==> config.mk <==
export PLATFORM = sky130hd
export DESIGN_NAME = count_ctrl
export DESIGN_NICKNAME = d
export VERILOG_FILES = /design/src/rtl/counter_pkg.sv /design/src/rtl/key_debounce.sv /design/src/rtl/count_ctrl.sv
export SDC_FILE = /design/constraint.sdc
export NUM_CORES = 1
export LEC_CHECK = 0
export CAP_MARGIN = 20
export CORE_MARGIN = 1.5
export CORE_UTILIZATION = 50
export DETAILED_ROUTE_END_ITERATION = 10
export HOLD_SLACK_MARGIN = 0.03
export PLACE_DENSITY = 0.69
export SLEW_MARGIN = 20
export SYNTH_ARGS = -nofsm -noshare
export SYNTH_HDL_FRONTEND = slang
export SYNTH_SLANG_ARGS = --single-unit
==> constraint.sdc <==
create_clock -name i_clk -period 1.9 [get_ports i_clk]
set_input_delay 0.285 -clock i_clk [delete_from_list [all_inputs] [get_ports i_clk]]
set_output_delay 0.285 -clock i_clk [all_outputs]
set_load 0.05 [all_outputs]
==> src/rtl/counter_pkg.sv <==
// Shared types and constants for the count_ctrl counter front end.
//   run_state_t : start/stop state machine encoding
//   KEY_*       : bit positions of the individual keys within i_key_n
//   COUNT_W     : width of the count presented to dec_decoder
package counter_pkg;

  localparam int unsigned COUNT_W = 5;

  localparam int unsigned KEY_RUN  = 0;
  localparam int unsigned KEY_STEP = 1;
  localparam int unsigned KEY_CLR  = 2;
  localparam int unsigned NUM_KEYS = 3;

  typedef enum logic {
    STOP = 1'b0,
    RUN  = 1'b1
  } run_state_t;

endpackage

==> src/rtl/key_debounce.sv <==
// Synchronises one raw active-low key, debounces it and emits a one-cycle
// press pulse on each accepted released->pressed transition.
//   i_clk    : system clock
//   i_rst_n  : asynchronous active-low reset
//   i_key_n  : raw key, active-low, asynchronous to i_clk
//   o_press  : registered one-cycle pulse per accepted press
module key_debounce #(
  parameter int unsigned DEBOUNCE_CYCLES = 500_000
) (
  input  logic i_clk,
  input  logic i_rst_n,
  input  logic i_key_n,
  output logic o_press
);

  localparam int unsigned CNT_W = (DEBOUNCE_CYCLES > 1) ? $clog2(DEBOUNCE_CYCLES) : 1;
  localparam logic [CNT_W-1:0] CNT_LAST = CNT_W'(DEBOUNCE_CYCLES - 1);

  logic             r_meta;
  logic             r_sync;
  logic             r_stable;
  logic             r_stable_d;
  logic             r_press;
  logic [CNT_W-1:0] r_cnt;

  // Synchroniser, debounce counter and falling-edge detect of the stable level.
  always_ff @(posedge i_clk or negedge i_rst_n) begin
    if (!i_rst_n) begin
      r_meta     <= 1'b1;
      r_sync     <= 1'b1;
      r_stable   <= 1'b1;
      r_stable_d <= 1'b1;
      r_press    <= 1'b0;
      r_cnt      <= '0;
    end else begin
      r_meta <= i_key_n;
      r_sync <= r_meta;

      // Any return to the accepted level restarts the qualification window.
      if (r_sync == r_stable) begin
        r_cnt <= '0;
      end else if (r_cnt == CNT_LAST) begin
        r_stable <= r_sync;
        r_cnt    <= '0;
      end else begin
        r_cnt <= r_cnt + CNT_W'(1);
      end

      r_stable_d <= r_stable;
      r_press    <= r_stable_d & ~r_stable;
    end
  end

  assign o_press = r_press;

endmodule

==> src/rtl/count_ctrl.sv <==
// Start/stop, step and clear control for the 5-bit counter shown by
// dec_decoder. Keys are debounced, direction is synchronised, a prescaler
// generates auto-count ticks while running, and the count wraps in
// 0..MAX_COUNT.
//   i_clk     : system clock
//   i_rst_n   : asynchronous active-low reset
//   i_key_n   : raw keys, active-low: [0] start/stop, [1] step, [2] clear
//   i_sw_dir  : count direction, 1 = up, 0 = down (asynchronous)
//   o_count   : current count
//   o_running : high while the state machine is in RUN
//   o_wrap    : one-cycle pulse on every wrap of the count
module count_ctrl
  import counter_pkg::*;
#(
  parameter int unsigned TICK_DIV        = 50_000_000,
  parameter int unsigned DEBOUNCE_CYCLES = 500_000,
  parameter int unsigned MAX_COUNT       = 31
) (
  input  logic               i_clk,
  input  logic               i_rst_n,
  input  logic [NUM_KEYS-1:0] i_key_n,
  input  logic               i_sw_dir,
  output logic [COUNT_W-1:0] o_count,
  output logic               o_running,
  output logic               o_wrap
);

  localparam int unsigned PRESC_W = (TICK_DIV > 1) ? $clog2(TICK_DIV) : 1;
  localparam logic [PRESC_W-1:0] PRESC_LAST = PRESC_W'(TICK_DIV - 1);
  localparam logic [COUNT_W-1:0] COUNT_MAX  = COUNT_W'(MAX_COUNT);

  logic [NUM_KEYS-1:0] w_press;
  logic                w_ev_run;
  logic                w_ev_step;
  logic                w_ev_clr;
  logic                w_tick;
  logic                w_do_step;
  logic [COUNT_W-1:0]  w_next_count;
  logic                w_next_wrap;

  logic                r_dir_meta;
  logic                r_dir_sync;
  run_state_t          r_state;
  logic                r_running;
  logic [PRESC_W-1:0]  r_presc;
  logic [COUNT_W-1:0]  r_count;
  logic                r_wrap;

  // One debouncer per key.
  for (genvar g = 0; g < NUM_KEYS; g++) begin : g_key
    key_debounce #(
      .DEBOUNCE_CYCLES (DEBOUNCE_CYCLES)
    ) u_key_debounce (
      .i_clk   (i_clk),
      .i_rst_n (i_rst_n),
      .i_key_n (i_key_n[g]),
      .o_press (w_press[g])
    );
  end

  assign w_ev_run  = w_press[KEY_RUN];
  assign w_ev_step = w_press[KEY_STEP];
  assign w_ev_clr  = w_press[KEY_CLR];

  // Direction switch synchroniser; no debounce since it only matters at a step.
  always_ff @(posedge i_clk or negedge i_rst_n) begin
    if (!i_rst_n) begin
      r_dir_meta <= 1'b1;
      r_dir_sync <= 1'b1;
    end else begin
      r_dir_meta <= i_sw_dir;
      r_dir_sync <= r_dir_meta;
    end
  end

  // Start/stop state machine with registered running flag.
  always_ff @(posedge i_clk or negedge i_rst_n) begin
    if (!i_rst_n) begin
      r_state   <= STOP;
      r_running <= 1'b0;
    end else if (w_ev_run) begin
      case (r_state)
        STOP: begin
          r_state   <= RUN;
          r_running <= 1'b1;
        end
        RUN: begin
          r_state   <= STOP;
          r_running <= 1'b0;
        end
        default: begin
          r_state   <= STOP;
          r_running <= 1'b0;
        end
      endcase
    end
  end

  assign w_tick = (r_state == RUN) && (r_presc == PRESC_LAST);

  // Prescaler: restarts on clear or on entry to RUN, freezes on leaving RUN.
  always_ff @(posedge i_clk or negedge i_rst_n) begin
    if (!i_rst_n) begin
      r_presc <= '0;
    end else if (w_ev_clr || (w_ev_run && (r_state == STOP))) begin
      r_presc <= '0;
    end else if ((r_state == RUN) && !w_ev_run) begin
      r_presc <= w_tick ? '0 : r_presc + PRESC_W'(1);
    end
  end

  // Next count for a single step in the current direction, with wrap flag.
  always_comb begin
    w_do_step    = w_ev_step | w_tick;
    w_next_count = r_count;
    w_next_wrap  = 1'b0;
    if (r_dir_sync) begin
      if (r_count >= COUNT_MAX) begin
        w_next_count = '0;
        w_next_wrap  = 1'b1;
      end else begin
        w_next_count = r_count + COUNT_W'(1);
      end
    end else begin
      if (r_count == '0) begin
        w_next_count = COUNT_MAX;
        w_next_wrap  = 1'b1;
      end else begin
        w_next_count = r_count - COUNT_W'(1);
      end
    end
  end

  // Count register: clear wins; a step and a tick together make one step.
  always_ff @(posedge i_clk or negedge i_rst_n) begin
    if (!i_rst_n) begin
      r_count <= '0;
      r_wrap  <= 1'b0;
    end else begin
      r_wrap <= 1'b0;
      if (w_ev_clr) begin
        r_count <= '0;
      end else if (w_do_step) begin
        r_count <= w_next_count;
        r_wrap  <= w_next_wrap;
      end
    end
  end

  assign o_count   = r_count;
  assign o_running = r_running;
  assign o_wrap    = r_wrap;

endmodule
-- After elaboration in Yosys (flattened, before gate mapping)
Index checks and enable logic that the tools add are counted.
- register bits: 107
- bits in latches: 0
- memory bits (writable): 0
- bits in read-only memories: 0
- bits of input ports: 6
- output and inout bits: 7
- logic and storage cells: 80
- memories kept: 0
- add/subtract/negate cells: 6
- multipliers: 0
- divide/modulo/power cells: 0
- $lt $le $gt $ge: 1
- equal/unequal tests: 7
- shifts and indexed selects: 0
- multiplexer cells: 20
- bitwise operators: 11
- reduce and logical (&&, ||, !) cells: 11
- operators by type and width (operator ; number):
    $mux 19 ; 6
    $mux 26 ; 3
    $add 19x1->19 const B ; 3
    $eq 19x19->1 const B ; 3
    $add 26x1->26 const B ; 1
    $eq 26x26->1 const B ; 1
    $mux 5 ; 5
    $not 1->1 ; 7
    $reduce_and 2->1 ; 3
    $add 5x1->5 const B ; 1
    $ge 5x5->1 const B ; 1
    $logic_not 5->1 ; 1
    $mux 1 ; 5
    $sub 5x1->5 const B ; 1
    $reduce_bool 2->1 ; 2
    $and 1x1->1 ; 3
    $eq 1x1->1 ; 3
    $logic_and 1x1->1 ; 3
    $pmux 1 s2 ; 1
    $logic_not 1->1 ; 1
    $logic_or 1x1->1 ; 1
    $or 1x1->1 ; 1

-- Logic depth before layout (Yosys ltp)
- depth in word-level cells: 5
- gate-level depth with buffers: 8
- gate-level depth less buffers: 7

-- Modules after synthesis
A second synthesis with hierarchy kept.
- cell total of the unflattened synthesis: 562
- area total of the unflattened synthesis: 5546.6 sq um
- by module, submodules not included (module ; instances ; cells an instance ; area each (sq um) ; sequential area each (sq um)):
    key_debounce ; 3 ; 108 ; 1141.1 ; 605.6
    count_ctrl ; 1 ; 238 ; 2123.3 ; 878.3

-- Worst setup path after synthesis
Ideal clock, no wire load.
- kind: reg-to-reg
- start point: register, netlist name o_running
- end point: register r_presc[19]
- library setup time: 0.118 ns
- arrival time: 1.992 ns
- data required time: 1.782 ns
- slack: -0.210 ns
- cell stages (with the launch flop): 7
- path buffers: 1
- period minus slack after synthesis: 2.110 ns
- cell sequence: dfrtp_1 nand4bb_1 or4_1 o31ai_4 buf_4 a21oi_1 a21o_1
- RTL lines (item ; line ; source):
    end signal, assigned ; count_ctrl.sv:108 ; r_presc <= w_tick ? '0 : r_presc + PRESC_W'(1);
    end, declared ; count_ctrl.sv:45 ; logic [PRESC_W-1:0] r_presc;

-- Worst setup path in the final report
- start point: register r_presc[0]
- end point: register r_presc[19]
- word-level cells in the longest chain between the ends: 5
- elaborated cells between the ends (all ways): 6
- classes of those cells: add/sub: 1; eq/ne: 1; mux: 3; reduce/logical: 1
- ends and longest elaborated chain (item ; line ; source):
    branches (longest 2 deep; another with $add 26x1->26) ; n/a ;
    $mux 26 (*) ; count_ctrl.sv:108 ;
    $mux 26 (*) ; count_ctrl.sv:107 ; end else if ((r_state == RUN) && !w_ev_run) begin
    $mux 26 (*) ; count_ctrl.sv:105 ; end else if (w_ev_clr || (w_ev_run && (r_state == STOP))) begin
Mark *: on every way between the ends. The select of a mux whose other input is x is not followed.
A chain may end at the register's enable or synchronous reset.

==> flow_summary.ini <==
[status]
status = finished with violations
violations = negative setup slack

[layout]
finalNonFillerCells = 766
synthToLayoutAreaGrowth_pct = 19.7
nets = 638
finish.instance_area_um2 = 6410
drive_above_1_share_pct = 22.2
nFillCells = 867
n_antenna_cell = 0

[worst_setup_path]
worst_ep_arrival_time_ns = 2.20
critPathLaunchType = register
worst-path-buf-inv = 2
r2r_cells = 8
crit_family = compound AO/OA/AOI/OAI gates
regToRegSetupSlack_ns = -0.03
cp_slowest_stage_delay_ns = 0.41
required_ns = 2.17
slowest_stage = dfrtp_1
startpoint = r_presc[0]
cp.depth = 8
crit_path_end = r_presc[19]
timing.rr.start = r_presc[0]
crit_fanout = 10
r2r-end = r_presc[19]
worstSetupEndpointType = register
crit_type = register to register
crit_path_cell_trace = ha_2 -> nand2_2 -> or3_4 -> buf_6 -> o31ai_4 -> buf_12 -> a21oi_2 -> a21o_1

[sta]
setup_viol = 6
grt_setup_unrepaired = true
max_freq_mhz = 518
tightest_slew_ns = 0.491
setup_slack_ns = -0.0317
fin_worst_skew_ns = 0.0101
hold_ws_ns = 0.257
period_share_pct = 102
final_max_slew_viol_count = 0
finalHoldViolCount = 0
min_period_ns = 1.93
slew_headroom_pct = 67.1

[routing]
drt-initial-drc-count = 232
num_vias = 4308
wirelength_um = 11000
post_drt_wl_per_cell_um = 14.3
drt.antenna.violating_nets = 0
drc = 0
dr.pass1.iters = 5
vias_per_cell = 5.62

[synth]
async_flop_share_pct = 100
syn_area_per_cell_um2 = 9.62
yosysWarnings = 0
synth-edff-count = 0
ys.flop_type = dfrtp_1
synth.lib_cells_used.distinct = 55
seq_area_frac_synth_pct = 50.3
syn_inst = 557
syn_area_um2 = 5360
ys_ff_latch = 107
synth_fp_nets = 570

[clock_network]
cts_buffer_depth = 2
path_clk_slew_ns = 0.10
cts_tree = yes
cts_root_buffer = clkbuf_8
cts_buffers = 9
cts_sinks = 107
cts-htree-levels = 3
worst_skew_pair.late_latency_ns = 0.38

[global_route]
grt_pass1_wl_um = 18900
grt_max_degree = 66
grt_pass1_vias = 4145
grt-ovfl-total = 0
antenna_found_initial = 0
grt_util_all_layers_pct = 20.9

[pwr]
switching_share_pct = 21.7
comb_power_share_pct = 3.1
pwr-share-clk_pct = 38.7
peakVddDrop_v = 0.000488
seq_power_share_pct = 58.2
p_sw_w = 0.000868
powerDensity_nw_per_um2 = 624
p_leak_nw = 2.68
intPower_w = 0.00314

[placement]
hpwl_um = 7340
numPortBuffers = 12
placed_cell_area_um2 = 5980
placed_cells = 737
globalplace.congestion = 0.862

[floorplan]
fp-row-count = 37
dieHeight_um = 107
initial_core_util_pct = 51.7
ios = 13
die_w_um = 107
die_area_um2 = 11300
core_um2 = 10400

[min_path]
hp-class = input pin to asynchronous set/reset pin

[run]
cap_violations = 0
cell families after synthesis:
family	share of synthesized area, %
simple gates	25.7
flops	50.3
compound gates	10.0
xor+xnor	9.15
buf+inv	2.59
fa+ha+maj	1.63
mux	0.630
per-stage QoR:
step / util, % / total power, W / TNS, ns / setup WS, ns
after detailed placement: 57.6 / 0.00250 / -0.164 / -0.0618
after CTS: 60.4 / 0.00409 / -0.00882 / -0.00690
after global placement: 57.6 / 0.00249 / -0.0102 / -0.0102
after floorplan: - / 0.00242 / -0.0647 / -0.0647
after global routing: 61.9 / 0.00419 / -0.708 / -0.0955
final: 61.9 / 0.00400 / -0.101 / -0.0317
flip-flops by register name, indices dropped and copies added, names as in the netlist:
signal                           count
o_count                              5
r_presc                             26
g_key.u_key_debounce.r_stable_d      3
r_dir_meta                           1
r_dir_sync                           1
g_key.u_key_debounce.r_meta          3
g_key.u_key_debounce.r_cnt          57
g_key.u_key_debounce.r_sync          3
g_key.u_key_debounce.o_press         3
o_running                            1
o_wrap                               1
g_key.u_key_debounce.r_stable        3
repair_timing:
| item | 4_1_cts | 5_1_grt |
|---|---|---|
| hold buffers | 1 | 0 |
| setup buffers | 3 | 9 |
| pin swaps | 2 | 4 |
| setup endpoints to repair | 14 | 56 |
| hold endpoints to repair | 93 | 0 |
| gates resized for setup | 12 | 21 |
worst min-delay path by stage:
| stage | from | endpoint | slack, ns | cells after the start |
|---|---|---|---|---|
| finish | i_rst_n | r_presc[6] | 0.26 | 2 |
| global route | i_rst_n | r_presc[6] | 0.25 | 2 |
| CTS | i_rst_n | r_presc[2] | 0.23 | 2 |
| detailed placement | i_rst_n | r_presc[5] | 0.13 | 1 |
| global placement | i_rst_n | r_presc[5] | 0.12 | 1 |
| floorplan | i_rst_n | g_key[0].u_key_debounce.o_press | -0.01 | 0 |
Yosys cell counts, drive strengths merged, types with 7 or more instances:
master	instances	area, um2
o32ai	7	61.3
dfstp	14	368
inv	14	52.6
xnor2	22	193
dfrtp	93	2330
nor3	11	55.1
o21ai	11	55.1
nor4	7	43.8
a21oi	23	115
nor2	87	327
or2	8	50.1
ha	7	87.6
nand4	26	169
and4	7	61.3
xor2	34	298
clkbuf	12	45.0
a31oi	11	68.8
and3	9	56.3
or3	10	65.1
nand3	32	160
nand2	50	188
layout by cell type, fill, tap and decap left out, types with 6 or more instances in the layout:
master	n
nor3_1	8
nor2b_1	6
nand3_1	31
nor4b_1	6
nand4_1	25
nand2_1	49
buf_4	60
xnor2_1	22
clkbuf_8	10
or3_1	8
dfrtp_1	88
inv_1	12
xor2_1	34
and3_1	9
a21oi_1	21
dfstp_2	14
o21ai_0	8
a31oi_1	10
and4_1	7
o32ai_1	7
nor2_1	87
metal layers:
| metal | track usage (%) | part of all wire (%) |
|---|---|---|
| met5 | 0 | 0 |
| met1 | 28.2 | 48 |
| met4 | 7.14 | 1.3 |
| met3 | 5.03 | 3.4 |
| met2 | 33.1 | 48 |
layout make-up:
class                           count  area (um2)  area share [%]
Sequential cell                   107        2700            42.1
Multi-Input combinational cell    419        2650            41.2
Timing Repair Buffer               74         619            9.65
Tap cell                          136         170            2.65
Clock buffer                       11         141            2.20
Clock inverter                      5        85.1            1.33
Inverter                           14        52.6           0.819
power groups by stage:
stage	Sequential (W)	Clock, W	Combinational [W]
finish	0.00233	0.00155	0.000125
global route	0.00234	0.00170	0.000149
floorplan	0.00237	0	0.0000549
CTS	0.00233	0.00163	0.000128
detailed placement	0.00237	0	0.000125
global placement	0.00237	0	0.000122
No activity file was read; power rests on OpenSTA's default activity.
